## src/rtl/ac97_pkg.sv

```systemverilog
// rtl/ac97_pkg.sv - AC97 frame layout constants shared by the link transmitter and receiver
package ac97_pkg;

    localparam int FRAME_BITS = 256;

    // bit_index of the last bit of each slot that the receiver decodes
    localparam logic [7:0] LAST_BIT  = 8'(FRAME_BITS - 1);
    localparam logic [7:0] SLOT0_END = 8'd15;
    localparam logic [7:0] SLOT1_END = 8'd35;
    localparam logic [7:0] SLOT2_END = 8'd55;
    localparam logic [7:0] SLOT3_END = 8'd75;
    localparam logic [7:0] SLOT4_END = 8'd95;

    // slot 0 tag bit positions
    localparam int TAG_READY = 15;
    localparam int TAG_SLOT1 = 14;
    localparam int TAG_SLOT2 = 13;
    localparam int TAG_SLOT3 = 12;
    localparam int TAG_SLOT4 = 11;

    typedef enum logic {
        IDLE,
        RECV
    } rx_state_t;

endpackage

```

## src/rtl/ac97_rx_deframer_if.sv

```systemverilog
// rtl/ac97_rx_deframer_if.sv - decoded receive results from the AC97 deframer
// master: the deframer (drives everything); slave: downstream recorder logic.
// codec_ready, status_addr/status_data/status_valid, audio_left_in/audio_right_in/
// audio_in_valid, frame_error, bit_index.
interface ac97_rx_deframer_if #(
    parameter int SAMPLE_BITS = 18
);
    logic                   codec_ready;
    logic [7:0]             status_addr;
    logic [15:0]            status_data;
    logic                   status_valid;
    logic [SAMPLE_BITS-1:0] audio_left_in;
    logic [SAMPLE_BITS-1:0] audio_right_in;
    logic                   audio_in_valid;
    logic                   frame_error;
    logic [7:0]             bit_index;

    modport master (
        output codec_ready, status_addr, status_data, status_valid,
        output audio_left_in, audio_right_in, audio_in_valid,
        output frame_error, bit_index
    );

    modport slave (
        input codec_ready, status_addr, status_data, status_valid,
        input audio_left_in, audio_right_in, audio_in_valid,
        input frame_error, bit_index
    );
endinterface

```

## src/rtl/ac97_edge_sync.sv

```systemverilog
// rtl/ac97_edge_sync.sv - synchronizes the AC97 link inputs and flags bit clock falling edges
// Ports: clock/reset (system), bit_clock/synch/sdata (async link inputs),
// sample_strobe (one clock per bit clock falling edge), synch_out/sdata_out (aligned bits).
module ac97_edge_sync #(
    parameter int SYNC_STAGES = 2
) (
    input  logic clock,
    input  logic reset,
    input  logic bit_clock,
    input  logic synch,
    input  logic sdata,
    output logic sample_strobe,
    output logic synch_out,
    output logic sdata_out
);
    logic [SYNC_STAGES-1:0] bclk_sync;
    logic [SYNC_STAGES-1:0] synch_sync;
    logic [SYNC_STAGES-1:0] sdata_sync;
    logic                   bclk_prev;

    always_ff @(posedge clock) begin
        if (reset) begin
            bclk_sync  <= '0;
            synch_sync <= '0;
            sdata_sync <= '0;
            bclk_prev  <= 1'b0;
        end else begin
            bclk_sync  <= {bclk_sync[SYNC_STAGES-2:0], bit_clock};
            synch_sync <= {synch_sync[SYNC_STAGES-2:0], synch};
            sdata_sync <= {sdata_sync[SYNC_STAGES-2:0], sdata};
            bclk_prev  <= bclk_sync[SYNC_STAGES-1];
        end
    end

    // All three inputs go through equal depth, so the data seen at the strobe is
    // the value the codec held across the falling edge.
    assign sample_strobe = bclk_prev & ~bclk_sync[SYNC_STAGES-1];
    assign synch_out     = synch_sync[SYNC_STAGES-1];
    assign sdata_out     = sdata_sync[SYNC_STAGES-1];
endmodule

```

## src/rtl/ac97_rx_deframer.sv

```systemverilog
// rtl/ac97_rx_deframer.sv - deframes AC97 codec input into tags, status readback and PCM capture
// Ports: clock, reset (sync, active-high), ac97_bit_clock, ac97_synch, ac97_sdata_in
// (link inputs), rx (ac97_rx_deframer_if.master: decoded results and pulses).
module ac97_rx_deframer
    import ac97_pkg::*;
#(
    parameter int SAMPLE_BITS = 18,
    parameter int SYNC_STAGES = 2
) (
    input  logic                  clock,
    input  logic                  reset,
    input  logic                  ac97_bit_clock,
    input  logic                  ac97_synch,
    input  logic                  ac97_sdata_in,
    ac97_rx_deframer_if.master    rx
);
    logic sample_strobe;
    logic synch_s;
    logic sdata_s;

    ac97_edge_sync #(
        .SYNC_STAGES(SYNC_STAGES)
    ) u_edge_sync (
        .clock         (clock),
        .reset         (reset),
        .bit_clock     (ac97_bit_clock),
        .synch         (ac97_synch),
        .sdata         (ac97_sdata_in),
        .sample_strobe (sample_strobe),
        .synch_out     (synch_s),
        .sdata_out     (sdata_s)
    );

    rx_state_t              state;
    logic [7:0]             bit_idx;
    logic [18:0]            shreg;
    logic                   synch_prev;
    logic                   status_ok;     // tag says slots 1 and 2 carry valid data
    logic                   audio_ok;      // tag says slots 3 and 4 carry valid data
    logic [7:0]             addr_hold;
    logic [SAMPLE_BITS-1:0] left_hold;

    logic        sync_rise;
    logic [19:0] shift_next;

    always_comb begin
        sync_rise  = synch_s & ~synch_prev;
        // the full 20-bit slot including the bit captured at this sample
        shift_next = {shreg, sdata_s};
    end

    assign rx.bit_index = bit_idx;

    always_ff @(posedge clock) begin
        if (reset) begin
            state             <= IDLE;
            bit_idx           <= '0;
            shreg             <= '0;
            // prev=1 forces a genuine 0->1 on synch before the first frame is armed
            synch_prev        <= 1'b1;
            status_ok         <= 1'b0;
            audio_ok          <= 1'b0;
            addr_hold         <= '0;
            left_hold         <= '0;
            rx.codec_ready    <= 1'b0;
            rx.status_addr    <= '0;
            rx.status_data    <= '0;
            rx.status_valid   <= 1'b0;
            rx.audio_left_in  <= '0;
            rx.audio_right_in <= '0;
            rx.audio_in_valid <= 1'b0;
            rx.frame_error    <= 1'b0;
        end else begin
            rx.status_valid   <= 1'b0;
            rx.audio_in_valid <= 1'b0;
            rx.frame_error    <= 1'b0;
            if (sample_strobe) begin
                synch_prev <= synch_s;
                case (state)
                    IDLE: begin
                        if (sync_rise) begin
                            state   <= RECV;
                            bit_idx <= '0;
                        end
                    end
                    RECV: begin
                        shreg <= shift_next[18:0];
                        if (sync_rise) begin
                            // synch rises during bit 255; anywhere else the frame is cut short
                            if (bit_idx != LAST_BIT) begin
                                rx.frame_error <= 1'b1;
                            end
                            bit_idx <= '0;
                        end else if (bit_idx == LAST_BIT) begin
                            rx.frame_error <= 1'b1;
                            state          <= IDLE;
                            bit_idx        <= '0;
                        end else begin
                            bit_idx <= bit_idx + 8'd1;
                            case (bit_idx)
                                SLOT0_END: begin
                                    rx.codec_ready <= shift_next[TAG_READY];
                                    status_ok <= shift_next[TAG_READY] & shift_next[TAG_SLOT1]
                                               & shift_next[TAG_SLOT2];
                                    audio_ok  <= shift_next[TAG_READY] & shift_next[TAG_SLOT3]
                                               & shift_next[TAG_SLOT4];
                                end
                                SLOT1_END: addr_hold <= shift_next[19:12];
                                SLOT2_END: begin
                                    if (status_ok) begin
                                        rx.status_addr  <= addr_hold;
                                        rx.status_data  <= shift_next[19:4];
                                        rx.status_valid <= 1'b1;
                                    end
                                end
                                SLOT3_END: left_hold <= shift_next[19 -: SAMPLE_BITS];
                                SLOT4_END: begin
                                    if (audio_ok) begin
                                        rx.audio_left_in  <= left_hold;
                                        rx.audio_right_in <= shift_next[19 -: SAMPLE_BITS];
                                        rx.audio_in_valid <= 1'b1;
                                    end
                                end
                                default: ;
                            endcase
                        end
                    end
                    default: state <= IDLE;
                endcase
            end
        end
    end
endmodule
```

## src/flat_wrapper.sv

```systemverilog
// flat-port wrapper written by rule: the top's interface ports become plain ports
module ac97_rx_deframer_flat import ac97_pkg::*;
#(
    parameter int SAMPLE_BITS = 18,
    parameter int SYNC_STAGES = 2
)
  (clock, reset, ac97_bit_clock, ac97_synch, ac97_sdata_in, rx_codec_ready, rx_status_addr, rx_status_data, rx_status_valid, rx_audio_left_in, rx_audio_right_in, rx_audio_in_valid, rx_frame_error, rx_bit_index);
  ac97_rx_deframer_if #(.SAMPLE_BITS(SAMPLE_BITS)) rx_i ();
  input  logic clock;
  input  logic reset;
  input  logic ac97_bit_clock;
  input  logic ac97_synch;
  input  logic ac97_sdata_in;
  output wire logic [$bits(rx_i.codec_ready)-1:0] rx_codec_ready;
  output wire logic [$bits(rx_i.status_addr)-1:0] rx_status_addr;
  output wire logic [$bits(rx_i.status_data)-1:0] rx_status_data;
  output wire logic [$bits(rx_i.status_valid)-1:0] rx_status_valid;
  output wire logic [$bits(rx_i.audio_left_in)-1:0] rx_audio_left_in;
  output wire logic [$bits(rx_i.audio_right_in)-1:0] rx_audio_right_in;
  output wire logic [$bits(rx_i.audio_in_valid)-1:0] rx_audio_in_valid;
  output wire logic [$bits(rx_i.frame_error)-1:0] rx_frame_error;
  output wire logic [$bits(rx_i.bit_index)-1:0] rx_bit_index;
  assign rx_codec_ready = rx_i.codec_ready;
  assign rx_status_addr = rx_i.status_addr;
  assign rx_status_data = rx_i.status_data;
  assign rx_status_valid = rx_i.status_valid;
  assign rx_audio_left_in = rx_i.audio_left_in;
  assign rx_audio_right_in = rx_i.audio_right_in;
  assign rx_audio_in_valid = rx_i.audio_in_valid;
  assign rx_frame_error = rx_i.frame_error;
  assign rx_bit_index = rx_i.bit_index;
  ac97_rx_deframer #(.SAMPLE_BITS(SAMPLE_BITS), .SYNC_STAGES(SYNC_STAGES)) u_core (.clock(clock), .reset(reset), .ac97_bit_clock(ac97_bit_clock), .ac97_synch(ac97_synch), .ac97_sdata_in(ac97_sdata_in), .rx(rx_i));
endmodule
```

## config.mk

```make
export PLATFORM = sky130hd
export DESIGN_NAME = ac97_rx_deframer_flat
export DESIGN_NICKNAME = d
export VERILOG_FILES = /design/src/rtl/ac97_pkg.sv /design/src/rtl/ac97_rx_deframer_if.sv /design/src/rtl/ac97_edge_sync.sv /design/src/rtl/ac97_rx_deframer.sv /design/src/flat_wrapper.sv
export SDC_FILE = /design/constraint.sdc
export NUM_CORES = 1
export LEC_CHECK = 0
export CORE_MARGIN = 2
export CORE_UTILIZATION = 40
export CTS_BUF_LIST = sky130_fd_sc_hd__clkbuf_8
export CTS_CLUSTER_SIZE = 14
export DETAILED_ROUTE_END_ITERATION = 6
export PLACE_DENSITY = 0.64
export SETUP_SLACK_MARGIN = 0.5
export SLEW_MARGIN = 20
export SYNTH_ARGS = -nofsm -noshare
export SYNTH_HDL_FRONTEND = slang
export SYNTH_HIERARCHICAL = 1
export SYNTH_SLANG_ARGS = --single-unit
```

## constraint.sdc

```tcl
create_clock -name clock -period 3.91 [get_ports clock]
set_input_delay 0.782 -clock clock [delete_from_list [all_inputs] [get_ports clock]]
set_output_delay 0.782 -clock clock [all_outputs]
set_load 0.05 [all_outputs]
```

## Yosys cells after proc, flatten, opt, wreduce, memory -nomap -nowiden

Index checks and enable logic that the tools add are counted.
W data, S select, Z words.

- Add/subtract/negate cells: 1
- Equality and inequality tests: 8
- Mux-type cells: 13
- Bitwise gates (word level): 14
- Reduce and logical (&&, ||, !) cells: 10

Operator list:

| cell | count |
|---|---|
| $mux W8 | 3 |
| $eq A8 B6 Y1 const B | 2 |
| $eq A8 B7 Y1 const B | 2 |
| $pmux W8 S2 | 1 |
| $reduce_and A5 Y1 | 3 |
| $reduce_and A6 Y1 | 2 |
| $reduce_or A6 Y1 | 2 |
| $add A8 B1 Y8 const B | 1 |
| $eq A8 B4 Y1 const B | 1 |
| $eq A8 B8 Y1 const B | 1 |
| $mux W1 | 8 |
| $ne A8 B8 Y1 const B | 1 |
| $not A1 Y1 | 8 |
| $and A1 B1 Y1 | 6 |
| $reduce_and A2 Y1 | 2 |
| $reduce_or A3 Y1 | 1 |
| $ne A2 B1 Y1 const B | 1 |
| $pmux W1 S2 | 1 |

- Register bits: 128
- Input port bits: 5
- Logic and storage cells: 66

## Depth between registers and ports, before layout

Gate-level depths: netlist of run 1.

- Depth in word-level cells: 4
- Gate-level depth with buffers: 11
- Gate-level depth less buffers: 8

## Hierarchy

The synthesis of run 1 kept the hierarchy.

Modules (own cells, without submodules):

| module | times used | cells an instance | area an instance (um^2) | sequential area each (um^2) |
|---|---|---|---|---|
| ac97_rx_deframer | 1 | 501 | 4513.1 | 2422.3 |
| ac97_edge_sync | 1 | 15 | 190.2 | 140.1 |

## Worst setup path after synthesis of run 1

No wires, ideal clock.

- Kind: register to register
- Start: reg u_core.bit_idx[1] (netlist: u_core/rx.bit_index[1])
- End: reg u_core.left_hold[10]
- Setup time: 128 ps
- Arrival: 2835 ps
- Required time: 3782 ps
- Setup slack: 947 ps
- Cell stages (with the launch flop): 12
- Buffers on the path: 3
- Clock period less this slack: 2963 ps
- Cells stage by stage: dfxtp_1 > ha_1 > and4_1 > buf_2 > nand4_1 > ha_1 > and4b_1 > nand3_1 > buf_4 > buf_4 > mux2i_1 > nor2_1

- Cells in the longest elaborated chain, start to end: 3

Ends and longest elaborated chain:

| item | line | RTL |
|---|---|---|
| start: declaration | ac97_rx_deframer.sv:35 | `logic [7:0] bit_idx;` |
| start signal: assignment | ac97_rx_deframer.sv:99 | `bit_idx <= bit_idx + 8'd1;` |
| $eq A8 B8 Y1 | ac97_rx_deframer.sv:94 | `end else if (bit_idx == LAST_BIT) begin` |
| $not A1 Y1 (no source line) | - |  |
| $reduce_and A5 Y1 (no source line) (*) | - |  |
| end signal: assignment | ac97_rx_deframer.sv:116 | `SLOT3_END: left_hold <= shift_next[19 -: SAMPLE_BITS];` |
| end: declaration | ac97_rx_deframer.sv:41 | `logic [SAMPLE_BITS-1:0] left_hold;` |

Mark *: on every way between the ends. The rest lies on a longest branch, timed or not.
A chain may end at the register's enable or synchronous reset.

## Worst setup path after layout of run 1

- Start: reg u_core.bit_idx[1] (netlist: u_core/rx.bit_index[1])
- End: reg u_core.left_hold[0]

The elaborated chain is that of the path after synthesis.

==> results of run 1 <==
==> final cells by class <==
class	count	area share, %
Clock buffer	19	4.40
Clock inverter	13	3.13
Inverter	3	0.189
Multi-Input combinational cell	351	32.8
Sequential cell	128	43.1
Tap cell	143	3.01
Timing Repair Buffer	81	13.4
==> how the worst max path moves through the flow <==
stage                            from                    endpoint  slack [ns]  depth (start not counted)
3_3_place_gp   u_core/rx.bit_index[1]  u_core/rx.audio_left_in[0]        1.24                          9
4_1_cts        u_core/rx.bit_index[1]         u_core/left_hold[0]        1.09                          9
2_1_floorplan  u_core/rx.bit_index[1]        u_core/left_hold[10]        0.95                         11
5_1_grt        u_core/rx.bit_index[1]        u_core/left_hold[14]        0.80                          9
6_report       u_core/rx.bit_index[1]         u_core/left_hold[0]        1.06                          9
3_5_place_dp   u_core/rx.bit_index[1]        u_core/left_hold[12]        1.09                          9
==> stage by stage <==
stage | setup slack (ns) | cells
after global placement | 1.24 | 706
after CTS | 1.09 | 738
after detailed placement | 1.09 | 706
after global routing | 0.803 | 738
after floorplan | 0.947 | 516
final | 1.06 | 738
==> metal layers <==
layer / global-route usage [%] / part of all wire (%) / up-vias / wire length, µm
met2: 26.8 / 47 / 72 / 4850
met3: 5.35 / 3.7 / 10 / 381
li1: - / - / 1857 / -
met5: 0 / 0 / - / 0
met4: 5.93 / 1.1 / 0 / 112
met1: 22.7 / 49 / 1722 / 5040
==> critical path, cell delays in order, from the launching register on <==
cell     delay (ns)
dfxtp_1        0.44
ha_1           0.28
and4_1         0.32
nand4_1        0.33
ha_1           0.39
and4b_1        0.25
nand3_1        0.08
buf_4          0.32
mux2i_1        0.25
nor2_1         0.05
==> state kept, by name, indices dropped and copies added (netlist names) <==
name,flops
u_core/shreg,19
u_core/left_hold,18
u_core/rx.audio_left_in,18
u_core/rx.audio_right_in,18
u_core/rx.status_data,16
u_core/addr_hold,8
u_core/rx.bit_index,8
u_core/rx.status_addr,8
u_core/u_edge_sync/bclk_sync,2
u_core/u_edge_sync/sdata_sync,2
u_core/u_edge_sync/synch_sync,2
u_core/audio_ok,1
u_core/rx.audio_in_valid,1
u_core/rx.codec_ready,1
u_core/rx.frame_error,1
u_core/rx.status_valid,1
u_core/state,1
u_core/status_ok,1
u_core/synch_prev,1
u_core/u_edge_sync/bclk_prev,1
==> cells in the final DEF, fill, tap and decap left out, types with 2 or more instances in the layout <==
master           instances
dfxtp_1                128
clkinvlp_4               3
inv_1                    4
mux2i_1                 53
a21oi_1                 61
and4_1                   2
nand3b_1                 3
buf_4                    6
nor3b_1                  2
clkinv_4                 3
clkbuf_8                19
a31oi_1                  3
and3_1                   5
nor2b_1                 11
nand2_1                113
o21ai_0                  5
nand4_1                  4
ha_1                     3
clkdlybuf4s50_1         75
nor3_1                   4
nand3_1                  9
bufinv_16                4
nor2_1                  58
==> power groups by stage <==
stage / registers [mW] / clock network (mW) / logic (mW)
after floorplan: 1.34 / 0 / 0.0206
after global placement: 1.34 / 0 / 0.0286
after detailed placement: 1.34 / 0 / 0.0288
after CTS: 1.31 / 1.27 / 0.0290
after global routing: 1.31 / 1.33 / 0.0314
final: 1.31 / 1.24 / 0.0286
==> kinds of logic after synthesis <==
| logic type | Yosys count | synth area share [%] |
|---|---|---|
| fa+ha+maj | 3 | 0.798 |
| flops | 128 | 54.5 |
| compound gates | 72 | 7.95 |
| simple gates | 222 | 21.3 |
| mux | 53 | 11.3 |
| xor+xnor | 1 | 0.186 |
| buf+inv | 37 | 4.04 |
==> synthesized netlist by cell type <==
master       n  area (µm²)
a211o_1      1        8.76
a211oi_1     1        7.51
a21oi_1     61         305
a31oi_1      3        18.8
a32oi_1      1        8.76
and2_1       1        6.26
and3_1       5        31.3
and4_1       2        17.5
and4b_1      1        10.0
buf_2        7        35.0
buf_4        7        52.6
buf_6        2        22.5
clkbuf_1    17        63.8
clkbuf_2     1        5.00
dfxtp_1    128        2560
ha_1         3        37.5
inv_1        3        11.3
mux2i_1     53         531
nand2_1    113         424
nand2b_1     1        6.26
nand3_1      9        45.0
nand3b_1     3        22.5
nand4_1      4        25.0
nand4b_1     1        8.76
nand4b_4     1        23.8
nand4bb_1    1        11.3
nor2_1      58         218
nor2b_1     11        68.8
nor3_1       4        20.0
nor3_4       1        16.3
nor3b_1      2        15.0
nor4_1       1        6.26
nor4bb_1     1        10.0
o21ai_0      5        25.0
or2_2        1        6.26
or4_1        1        7.51
xnor2_1      1        8.76
==> flow_summary.ini, run 1 <==
[power]
peakVddDrop_mv = 0.210
p_leak_nw = 2.21
swShare_pct = 20.7
internal_power_mw = 2.04
power.share.clock_pct = 48.2
p_per_area_mw_per_mm2 = 433
fin_total_pwr_mw = 2.58
p_seq_share_pct = 50.7
netSwitchingPower_mw = 0.535
combPwrFrac_pct = 1.1

[synth]
synthCells = 516
syn-cell-area_mm2 = 0.00470
ys_seq_area_share_pct = 54.5
synth.distinct_cells = 37
ys_ff_latch = 128
ys_warn_count = 6
avgSynthCellArea_um2 = 9.11
synthesis.nets = 524

[sta]
fin_crit_sh_pct = 72.8
slew_violations = 0
fmax_mhz = 351
rsz0062_at_grt = false
layout_min_cycle_time_ns = 2.85
hold_slack_ns = 0.445
setup_viol = 0
hold_viol = 0
slew_headroom_pct = 39.5
worstMarginPinSlew_ns = 0.908
skew_ns = 0.0129
fin_tns_setup_ns = 0

[floorplan]
ioPinCount = 77
fp.dieW_um = 112
die_area_mm2 = 0.0126
rows = 39
die_h_um = 112
core_mm2 = 0.0115
start_util_pct = 41.0

[detailed_routing]
drtAntennaViolNets = 0
post_drt_wl_per_cell_um = 14.1
drc = 0
initialDrtViolationCount = 207
routed_wl_mm = 10.4
vias_per_cell = 4.96
drtPass1Iterations = 4
vias = 3661

[cells_and_area]
nets = 590
multiInputGateArea_mm2 = 0.00195
drive_gt1_share_pct = 6.72
area_growth_pct = 26.4
seqCellArea_mm2 = 0.00256
fin_util_pct = 51.9
antenna_cells = 0
nFillCells = 1047
fin_area_mm2 = 0.00595

[min_path]
hold_path_depth = 2
hp-start = u_core/u_edge_sync/sdata_sync[1]
holdPathEnd = u_core/shreg[0]
hold_class = reg -> reg

[cts]
ctsResizeCount = 0
cts_inserted_buffers = 17
cts_tree = built
clockBufferDepth = 2
h-tree-depth = 4
cts_hold_buf = 0
cts.sinks = 128
clock_latency_ns = 0.43
root_buffer = clkbuf_8
postCtsSetupBuffers = 0
clkTransAtPathRegs_ns = 0.07

[worst_setup_path]
worstReg2RegStart = u_core/rx.bit_index[1]
r2r_slack_ns = 1.06
reg2regPathDepth = 9
crit_type = reg -> reg
crit_fanout = 18
required_ns = 4.20
critical_path_arrival_ns = 3.14
end_kind = register
rr_endpoint = u_core/left_hold[0]
cp-start-kind = register

[global_route]
grt-ovfl-total = 0
grt_pass1_vias = 3569
antenna_found_initial = 0
globalRouteTotalUtil_pct = 17.2
grt_pass1_wl_mm = 17.5
grt_start_max_net_pins = 94

[outcome]
status = completed

[placed_design]
placed_area_mm2 = 0.00550
port_buffers = 76
hpwlAfterDp_mm = 6.66
gp_congestion = 0.853

[run]
cap_violations = 0
Note: power is estimated with default switching activity, not from simulation.
==> run 2: changes to the inputs <==
--- a/config.mk
+++ b/config.mk
@@ -10,7 +10,7 @@
 export CTS_BUF_LIST = sky130_fd_sc_hd__clkbuf_8
 export CTS_CLUSTER_SIZE = 14
 export DETAILED_ROUTE_END_ITERATION = 6
-export PLACE_DENSITY = 0.64
+export PLACE_DENSITY = 0.66
 export SETUP_SLACK_MARGIN = 0.5
 export SLEW_MARGIN = 20
 export SYNTH_ARGS = -nofsm -noshare
==> constraint.sdc (replaced) <==
create_clock -name clock -period 2.4 [get_ports clock]
set_input_delay 0.48 -clock clock [delete_from_list [all_inputs] [get_ports clock]]
set_output_delay 0.48 -clock clock [all_outputs]
set_load 0.05 [all_outputs]
==> run 2 against run 1 <==
Sequential cell count unchanged. First-iteration DRC count up 3.9%. Count of clock-buffer cells in the layout unchanged. Clock skew down 0.0015 ns. Sequential share of layout area down 5.0 points. Global-route usage up 1.0 points. Combinational power up 98%. Hold slack worse by 0.017 ns. Largest cell class unchanged. Clock power up 47%. Maximum frequency up 35%. Cell count up 4.7%.
==> flow_summary.ini, run 2 (synthesis results as in run 1) <==
[sta]
layout_min_cycle_time_ns = 2.11
hold_slack_ns = 0.428
rsz0062_at_grt = true
worstMarginPinSlew_ns = 0.692
setup_viol = 0
slew_violations = 0
slew_headroom_pct = 53.4
skew_ns = 0.0114
fin_crit_sh_pct = 87.8
fmax_mhz = 474
hold_viol = 0

[cells_and_area]
multiInputGateArea_mm2 = 0.00230
final_cells = 773
nFillCells = 948
area_growth_pct = 43.8
antenna_cells = 0
layout_commonest_cell = dfxtp_1
regMostFlops = u_core/shreg
drive_gt1_share_pct = 25.1
mostFrequentLayoutCells = 123 x dfxtp_1, 69 x nand2_1, 65 x dlygate4sd2_1, 57 x nor2_1, 53 x mux2i_1
seqCellArea_mm2 = 0.00258
largest_register_ffs = 19
nets = 626

[worst_setup_path]
cp_cell_sequence = ha_4 -> and4_4 -> nand4_1 -> ha_2 -> and4b_2 -> and4_4 -> buf_4 -> clkbuf_16 -> nand2_2 -> a21oi_2
cp_top_family = simple AND/OR/NAND/NOR gates
crit_slowest_cell = dfxtp_4
crit_cells = 10
reg2regPathDepth = 10
path_buf_inv = 2
startpoint = u_core/rx.bit_index[1]
crit_path_end = u_core/rx.audio_right_in[3]
required_ns = 2.70
rr_endpoint = u_core/rx.audio_right_in[3]
crit_fanout = 5
crit_type = reg -> reg
cp_common_cell = and4_4
cp-start-kind = register
max_stage_delay_ns = 0.37
r2r_slack_ns = 0.29
critical_path_arrival_ns = 2.40
worstReg2RegStart = u_core/rx.bit_index[1]
end_kind = register

[power]
power.share.clock_pct = 45.5
p_per_area_mw_per_mm2 = 592
internal_power_mw = 3.19
peakVddDrop_mv = 0.440
netSwitchingPower_mw = 0.813
p_seq_share_pct = 53.1
swShare_pct = 20.3
combPwrFrac_pct = 1.4
p_leak_nw = 3.13

[global_route]
grt_pass1_vias = 3730
grt_start_max_net_pins = 66
grt-ovfl-total = 0
grt_pass1_wl_mm = 18.3
globalRouteTotalUtil_pct = 18.2
antenna_found_initial = 0

[placed_design]
placed_cells = 713
gp_congestion = 0.861
port_buffers = 76
hpwlAfterDp_mm = 6.88

[cts]
cts.sinks = 128
cts_inserted_buffers = 17
h-tree-depth = 4
cts_tree = built
clock_latency_ns = 0.43
root_buffer = clkbuf_8
cts_hold_buf = 0
clkTransAtPathRegs_ns = 0.07
clockBufferDepth = 2

[detailed_routing]
routed_wl_mm = 12.6
vias = 3936
drtPass1Iterations = 4
drc = 0
vias_per_cell = 5.09
drtAntennaViolNets = 0
initialDrtViolationCount = 215
post_drt_wl_per_cell_um = 16.4

[floorplan]
start_util_pct = 41.0
fp.dieW_um = 112
die_area_mm2 = 0.0126
core_mm2 = 0.0115
rows = 39
die_h_um = 112
ioPinCount = 77

[outcome]
status = completed

[run]
cap_violations = 0

[min_path]
hp-start = reset
hold_class = in -> reg
-- run 2: changes by cell type in the layout (fill, tap and decap cells not counted), moves of 23 or more --
| cell | delta |
|---|---|
| clkdlybuf4s50_1 | -72 |
| dlygate4sd2_1 | +65 |
| nand2_1 | -44 |
| a21oi_1 | -26 |
| a21oi_2 | +26 |
| nand2_2 | +23 |
-- run 2: final cells by class --
class	count	share of cell area (%)
Sequential cell	128	38.1
Multi-Input combinational cell	351	34.1
Timing Repair Buffer	117	19.2
Clock buffer	19	3.87
Tap cell	143	2.65
Clock inverter	12	1.92
Inverter	3	0.167
-- run 2: worst min-delay path by stage --
stage	cells past startpoint	endpoint	slack, ns
after CTS	2	u_core/rx.status_addr[6]	0.39
after global placement	1	u_core/u_edge_sync/bclk_sync[1]	0.43
final	2	u_core/left_hold[12]	0.43
after detailed placement	1	u_core/u_edge_sync/bclk_sync[1]	0.43
after global routing	2	u_core/rx.status_addr[6]	0.42
after floorplan	1	u_core/u_edge_sync/bclk_sync[1]	0.41
-- run 2: power by group through the flow --
stage	Clock (mW)	Sequential, mW	Combinational [mW]
after global routing	1.95	2.13	0.0612
after detailed placement	0	2.18	0.0522
after floorplan	0	2.17	0.0335
final	1.82	2.13	0.0565
after global placement	0	2.18	0.0519
after CTS	1.87	2.13	0.0524
-- run 2: metrics by stage --
step | total power, mW | instance area, µm² | setup slack (ns) | utilization (%) | TNS (ns)
detailed placement | 2.23 | 5630 | 0.0786 | 49.1 | 0
finish | 4.00 | 6760 | 0.292 | 59.0 | 0
CTS | 4.05 | 6170 | 0.277 | 53.8 | 0
global route | 4.14 | 6760 | 0.172 | 59.0 | 0
global placement | 2.23 | 5630 | 0.141 | 49.1 | 0
floorplan | 2.21 | 4790 | -0.0140 | - | -0.218
-- run 2: worst reg2reg max path: cells and delay by family, from the launching register on --
kind                     cells  cell delay, ns
AO/OA/AOI/OAI                1            0.04
AND/OR/NAND/NOR              5            0.88
adder cells (fa/ha/maj)      2            0.37
flip-flops                   1            0.37
buffers and inverters        2            0.32
-- run 2: what timing repair did --
action                                  4_1_cts  5_1_grt
endpoints found under the setup margin      162      102
gates resized for setup                      94      105
cloned                                        3       12
pin swaps                                     8       39
setup buffers                                11        3
-- run 2: metal layers --
layer,wire length (µm),share of wire [%],vias up,GRT usage [%]
met5,0,0,-,0
met4,94,0.74,0,5.61
met3,537,4.2,8,6.05
met2,6150,49,95,29.6
met1,5870,46,1896,23.0
li1,-,-,1937,-
